[src/rtl/fp16_align_add_if.sv]
// Handshake and data bundle between the FP16 align-add stage and its neighbours.
// master: operand source / result sink side; slave: the align-add stage.
interface fp16_align_add_if #(
    parameter int EXP_W = 5,
    parameter int MAN_W = 10
);
    logic                 in_valid;
    logic                 in_ready;
    logic [EXP_W+MAN_W:0] op_a;
    logic [EXP_W+MAN_W:0] op_b;
    logic                 sub;
    logic                 out_valid;
    logic                 out_ready;
    logic                 sign_res;
    logic [MAN_W+1:0]     bigsum12;
    logic [EXP_W-1:0]     exponent_res;

    modport master (
        output in_valid, op_a, op_b, sub, out_ready,
        input  in_ready, out_valid, sign_res, bigsum12, exponent_res
    );

    modport slave (
        input  in_valid, op_a, op_b, sub, out_ready,
        output in_ready, out_valid, sign_res, bigsum12, exponent_res
    );
endinterface

[src/rtl/fp16_align_add.sv]
// Pre-normalization add stage of the FP16 MAC: unpack, order by magnitude,
// serially align the smaller significand (one bit per cycle), then add or
// subtract and hold {sign, raw sum, big exponent} until the normalizer takes it.
//
// state | meaning
// IDLE  | ready for an operand pair
// ALIGN | shifting the small significand right, then forming the sum
// DONE  | result presented, waiting for out_ready
module fp16_align_add #(
    parameter int EXP_W = 5,
    parameter int MAN_W = 10
) (
    input  logic             clk,
    input  logic             rst_n,
    fp16_align_add_if.slave  bus
);
    localparam int OP_W  = 1 + EXP_W + MAN_W;
    localparam int SIG_W = MAN_W + 1;
    localparam int SUM_W = MAN_W + 2;
    localparam int CNT_W = $clog2(MAN_W + 2);
    localparam logic [EXP_W-1:0] MAX_SH = EXP_W'(MAN_W + 1);

    typedef enum logic [1:0] {S_IDLE, S_ALIGN, S_DONE} state_t;

    state_t              r_state;
    state_t              w_next;
    logic                w_load;
    logic                w_shift;
    logic                w_finish;

    logic [SIG_W-1:0]    r_big;
    logic [SIG_W-1:0]    r_small;
    logic                r_sign_big;
    logic                r_eff_sub;
    logic [EXP_W-1:0]    r_exp_big;
    logic [CNT_W-1:0]    r_count;
    logic                r_sign_res;
    logic [SUM_W-1:0]    r_sum;
    logic [EXP_W-1:0]    r_exp_res;

    // Unpacked operands; exp==0 flushes the significand (zero and denormals alike).
    logic                w_sign_a, w_sign_b;
    logic [EXP_W-1:0]    w_exp_a, w_exp_b;
    logic [MAN_W-1:0]    w_man_a, w_man_b;
    logic [SIG_W-1:0]    w_sig_a, w_sig_b;
    logic                w_a_big;
    logic [EXP_W-1:0]    w_exp_diff;
    logic [EXP_W-1:0]    w_diff_clamp;
    logic [CNT_W-1:0]    w_count_ld;
    logic [SUM_W-1:0]    w_sum;

    assign w_sign_a = bus.op_a[OP_W-1];
    assign w_exp_a  = bus.op_a[OP_W-2 -: EXP_W];
    assign w_man_a  = bus.op_a[MAN_W-1:0];
    assign w_sign_b = bus.op_b[OP_W-1] ^ bus.sub;
    assign w_exp_b  = bus.op_b[OP_W-2 -: EXP_W];
    assign w_man_b  = bus.op_b[MAN_W-1:0];

    assign w_sig_a = (w_exp_a != '0) ? {1'b1, w_man_a} : '0;
    assign w_sig_b = (w_exp_b != '0) ? {1'b1, w_man_b} : '0;

    // Magnitude ordering ignores sign; an exact tie keeps A as the big operand.
    assign w_a_big      = {w_exp_a, w_man_a} >= {w_exp_b, w_man_b};
    assign w_exp_diff   = w_a_big ? (w_exp_a - w_exp_b) : (w_exp_b - w_exp_a);
    // Beyond MAN_W+1 shifts the small significand is already all zero.
    assign w_diff_clamp = (w_exp_diff > MAX_SH) ? MAX_SH : w_exp_diff;
    assign w_count_ld   = CNT_W'(w_diff_clamp);

    // big >= small after alignment, so the difference never wraps.
    assign w_sum = r_eff_sub ? ({1'b0, r_big} - {1'b0, r_small})
                             : ({1'b0, r_big} + {1'b0, r_small});

    assign bus.in_ready     = (r_state == S_IDLE);
    assign bus.out_valid    = (r_state == S_DONE);
    assign bus.sign_res     = r_sign_res;
    assign bus.bigsum12     = r_sum;
    assign bus.exponent_res = r_exp_res;

    // State register.
    always_ff @(posedge clk or negedge rst_n) begin
        if (!rst_n) begin
            r_state <= S_IDLE;
        end else begin
            r_state <= w_next;
        end
    end

    // Next-state and datapath control strobes.
    always_comb begin
        w_next   = r_state;
        w_load   = 1'b0;
        w_shift  = 1'b0;
        w_finish = 1'b0;
        case (r_state)
            S_IDLE: begin
                if (bus.in_valid) begin
                    w_load = 1'b1;
                    w_next = S_ALIGN;
                end
            end
            S_ALIGN: begin
                if (r_count != '0) begin
                    w_shift = 1'b1;
                end else begin
                    w_finish = 1'b1;
                    w_next   = S_DONE;
                end
            end
            S_DONE: begin
                if (bus.out_ready) begin
                    w_next = S_IDLE;
                end
            end
            default: w_next = S_IDLE;
        endcase
    end

    // Operand capture, serial alignment and result registers.
    always_ff @(posedge clk or negedge rst_n) begin
        if (!rst_n) begin
            r_big      <= '0;
            r_small    <= '0;
            r_sign_big <= 1'b0;
            r_eff_sub  <= 1'b0;
            r_exp_big  <= '0;
            r_count    <= '0;
            r_sign_res <= 1'b0;
            r_sum      <= '0;
            r_exp_res  <= '0;
        end else begin
            if (w_load) begin
                r_big      <= w_a_big ? w_sig_a : w_sig_b;
                r_small    <= w_a_big ? w_sig_b : w_sig_a;
                r_sign_big <= w_a_big ? w_sign_a : w_sign_b;
                r_exp_big  <= w_a_big ? w_exp_a : w_exp_b;
                r_eff_sub  <= w_sign_a ^ w_sign_b;
                r_count    <= w_count_ld;
            end
            if (w_shift) begin
                r_small <= r_small >> 1;
                r_count <= r_count - 1'b1;
            end
            if (w_finish) begin
                r_sum      <= w_sum;
                r_sign_res <= (w_sum == '0) ? 1'b0 : r_sign_big;
                r_exp_res  <= r_exp_big;
            end
        end
    end
endmodule
[src/flat_wrapper.sv]
// flat-port wrapper written by rule: the top's interface ports become plain ports
module fp16_align_add_flat 
#(
    parameter int EXP_W = 5,
    parameter int MAN_W = 10
)
  (clk, rst_n, bus_in_valid, bus_op_a, bus_op_b, bus_sub, bus_out_ready, bus_in_ready, bus_out_valid, bus_sign_res, bus_bigsum12, bus_exponent_res);
  fp16_align_add_if #(.EXP_W(EXP_W), .MAN_W(MAN_W)) bus_i ();
  input  logic clk;
  input  logic rst_n;
  input wire logic [$bits(bus_i.in_valid)-1:0] bus_in_valid;
  input wire logic [$bits(bus_i.op_a)-1:0] bus_op_a;
  input wire logic [$bits(bus_i.op_b)-1:0] bus_op_b;
  input wire logic [$bits(bus_i.sub)-1:0] bus_sub;
  input wire logic [$bits(bus_i.out_ready)-1:0] bus_out_ready;
  output wire logic [$bits(bus_i.in_ready)-1:0] bus_in_ready;
  output wire logic [$bits(bus_i.out_valid)-1:0] bus_out_valid;
  output wire logic [$bits(bus_i.sign_res)-1:0] bus_sign_res;
  output wire logic [$bits(bus_i.bigsum12)-1:0] bus_bigsum12;
  output wire logic [$bits(bus_i.exponent_res)-1:0] bus_exponent_res;
  assign bus_i.in_valid = bus_in_valid;
  assign bus_i.op_a = bus_op_a;
  assign bus_i.op_b = bus_op_b;
  assign bus_i.sub = bus_sub;
  assign bus_i.out_ready = bus_out_ready;
  assign bus_in_ready = bus_i.in_ready;
  assign bus_out_valid = bus_i.out_valid;
  assign bus_sign_res = bus_i.sign_res;
  assign bus_bigsum12 = bus_i.bigsum12;
  assign bus_exponent_res = bus_i.exponent_res;
  fp16_align_add #(.EXP_W(EXP_W), .MAN_W(MAN_W)) u_core (.clk(clk), .rst_n(rst_n), .bus(bus_i));
endmodule
[config.mk]
export PLATFORM = sky130hd
export DESIGN_NAME = fp16_align_add_flat
export DESIGN_NICKNAME = d
export VERILOG_FILES = /design/src/rtl/fp16_align_add_if.sv /design/src/rtl/fp16_align_add.sv /design/src/flat_wrapper.sv
export SDC_FILE = /design/constraint.sdc
export NUM_CORES = 1
export LEC_CHECK = 0
export CAP_MARGIN = 20
export CORE_MARGIN = 1
export CORE_UTILIZATION = 41
export DETAILED_ROUTE_END_ITERATION = 7
export HOLD_SLACK_MARGIN = 0.1
export PLACE_DENSITY = 0.6
export SLEW_MARGIN = 15
export SYNTH_ARGS = -nofsm -noshare
export SYNTH_HDL_FRONTEND = slang
export SYNTH_SLANG_ARGS = --single-unit
export TNS_END_PERCENT = 1
[constraint.sdc]
create_clock -name clk -period 3.9 [get_ports clk]
set_input_delay 0.975 -clock clk [delete_from_list [all_inputs] [get_ports clk]]
set_output_delay 0.975 -clock clk [all_outputs]
set_load 0.005 [all_outputs]
==> metrics.txt <==
XOR/XNOR share of the synthesized area 0.0421; Slew Limit Headroom 0.405; Layout Nets approximately 580; Top Ports 57; Pwr Total ~3900 uW; Post-synth top flop dfrtp_1; # port buffers between 50 and 60; initial drt markers between 150 and 200; footprint of the multi-input gates ~2400 sq um; Fin. Hold Viols 0; combinational share of power 0.640; critical path launch point type input port; Avg Synthesized Cell Area a little under 9 sq um; main combinational cell family by area after synthesis compound AO/OA/AOI/OAI gates; postcts setup bufs 0; async set or reset register ratio after synthesis 1.00; adder-cell share of the synthesized area 0.120; first-pass GRT wire length ~16000 microns; cell row count 35; top-count cell post-synth nand2_1; WL final around 9400 microns; setup TNS 0 ns; run status complete, no violations; mux contribution to synthesized area 0.0355; WP data required approximately 4.1 ns; CP cell instances clkdlybuf4s50_1 -> inv_1 -> ha_1 -> and4_1 -> a31oi_1 -> o21ai_1 -> or3_1 -> buf_4 -> a31oi_1 -> o221ai_1; Non-Filler Instances between 600 and 700; net switching power figure 1740 uW; largest net degree at the start of global routing 40; CTS root buf clkbuf_8; Reg power frac 0.261; Max Clock Freq approximately 290 MHz; DRC 0; Slowest-stage cell, CP or3_1; Hold WC Path Type reg2reg; Final Max Slew Viols 0; share of layout cells above drive strength 1 0.0822; Yosys cell types 56; synth warn 0; cells after synthesis ~460; vias in the first global route between 3000 and 4000; Critical Path Most Common Cell a31oi_1; Max FO, Critical Path 12; Final period util 0.893; area leader, netlist dfrtp_1; CP endpoint kind register; number of buffers created by CTS 5; largest cells by area after synthesis dfrtp_1, ha_1, nand2_1; Synth Net Count about 530; die area approximately 10000 sq um; area of the core just over 9000 sq um; WL per Instance about 15 microns; total number of vias 3450; leak pwr approximately 0.0021 uW; CTS Buffer Depth 2; cts hold-fix bufs 0; initial core utilization 0.425; dpl cells 632; critical setup path kind in2reg; initial antenna violation count 0; All-Layer GR Usage 0.199; fin crit period about 3.5 ns; slowest cell delay on critical path 0.55 ns; EDFF count, synth 0; Simple-Gate Fraction of Synth Area 0.181; Post-Syn Area 3950 sq um; worst-skew pair later-pin latency ~0.30 ns; top cell type's share of synthesized area 0.336; Worst Hold Margin around 0.48 ns; critical path arrival about 3.7 ns; Switching Share 0.441; Ant. Diodes 0; Detail Placement HPWL 7500 microns; max-cap violations 0; GPL Wtd Cong around 0.9; worst vdd ir approximately 0.00037 V; RSZ-0062 raised after global routing no; Synth Register Bits 53; Reg area roughly 1300 sq um; Area Overhead vs Synth 21.2%; PostCTS Resize Cnt 0; Clock Power Share 0.099; Clk pin slew, worst setup/hold paths approximately 0.10 ns; Via density about 5.4; PD cells 824 nW/um^2; CTS tree done; most frequent cells after synthesis nand2_1, dfrtp_1, nor2_1, inv_1, ha_1; clk_skew about 0.0092 ns; compound-gate portion of the synthesized area 0.227; die width approximately 100 microns; fill cell count approximately 920; DIE HEIGHT between 100 and 150 microns; Clock Sink Count between 50 and 60; Util after Layout 0.515; Routed Antenna Nets 0; internal power between 2000 and 2500 uW; Setup Viol. Count Final 0; register area share after synthesis 0.336; gr ovfl total 0; Tightest Pin Transition about 0.89 ns; H-tree depth 2; Detailed Routing Iterations Pass 1 4
==> routing by layer <==
metal,track usage,vias up,part of all wire
met3,0.0188,10,0.038
met5,0,-,0
met4,0.0502,0,0.013
met2,0.317,101,0.44
li1,-,1747,-
met1,0.290,1592,0.50
==> worst paths after layout <==
| path | slack (ns) | from | cells past startpoint | endpoint |
|---|---|---|---|---|
| min in group asynchronous | 0.79 | rst_n | 1 | u_core.bus.exponent_res[1]$_DFFE_PN0P_ |
| max in group asynchronous | 2.38 | rst_n | 2 | u_core.bus.bigsum12[3]$_DFFE_PN0P_ |
| max reg2reg | 0.70 | u_core.r_small[2]$_DFFE_PN0P_ | 12 | u_core.bus.sign_res$_DFFE_PN0P_ |
| min reg2reg | 0.48 | u_core.bus.bigsum12[10]$_DFFE_PN0P_ | 2 | u_core.bus.bigsum12[10]$_DFFE_PN0P_ |
| max | 0.42 | bus_op_b[10] | 10 | u_core.r_small[3]$_DFFE_PN0P_ |
| min | 0.48 | u_core.bus.bigsum12[10]$_DFFE_PN0P_ | 2 | u_core.bus.bigsum12[10]$_DFFE_PN0P_ |
==> sequential cells by signal (all words and copies together) (netlist names) <==
| signal | count |
|---|---|
| u_core.bus.bigsum12 | 12 |
| u_core.bus.exponent_res | 5 |
| u_core.bus.sign_res | 1 |
| u_core.r_big | 11 |
| u_core.r_count | 4 |
| u_core.r_eff_sub | 1 |
| u_core.r_exp_big | 5 |
| u_core.r_sign_big | 1 |
| u_core.r_small | 11 |
| u_core.r_state | 2 |
==> cells in the final DEF (no fill, tap or decap), types with 3 or more instances in the layout <==
cell type,synthesis,layout
and3_1,14,14
mux2i_1,5,5
fa_1,3,3
a21o_1,8,8
nand3_1,5,5
nand2_1,55,55
o21ai_0,20,20
a21boi_0,3,3
nor3_1,9,8
nor2b_1,4,4
a21oi_1,18,18
nand2b_1,8,8
buf_4,0,13
nor2_1,39,39
a221oi_1,9,9
or2_2,3,3
o211ai_1,3,3
ha_1,33,33
mux2_2,8,8
o31ai_1,4,4
inv_1,34,34
clkbuf_8,0,6
o21a_1,6,6
o221ai_1,10,10
nor4_1,3,3
a31oi_1,24,24
a211oi_1,3,3
xnor2_1,14,14
dfrtp_1,53,53
xor2_1,5,5
clkdlybuf4s50_1,0,55
==> worst max-delay path: cells and delay by family <==
family,cells,cell delay (ns)
compound gates,4,0.69
fa+ha+maj,1,0.35
buf+inv,3,0.86
simple gates,2,0.77
==> power by group through the flow <==
stage	clock [uW]	sequential [uW]	combinational [uW]
finish	391	1030	2520
global route	427	1070	2860
CTS	406	1030	2520
detailed placement	0	1040	2510
global placement	0	1030	2490
floorplan	0	962	1890
==> final cells by class <==
class	count	share of cell area
multi-input combinational	347	0.501
sequential	53	0.277
timing repair buffer	69	0.136
tap	129	0.0337
inverter	34	0.0267
clock buffer	6	0.0173
clock inverter	2	0.00784
==> per-stage QoR <==
stage | setup WS, ns | cell area, sq um
after detailed placement | 0.0899 | 4670
final | 0.419 | 4790
after global placement | 0.161 | 4670
after global routing | 0.273 | 4790
after floorplan | 0.937 | 3950
after CTS | 0.420 | 4790
==> cells by family after synthesis <==
group	count (synthesis)
fa+ha+maj	36
flops	53
mux	13
xor+xnor	19
buf+inv	55
compound gates	127
simple gates	152
Note: power is estimated with default switching activity, not from simulation.
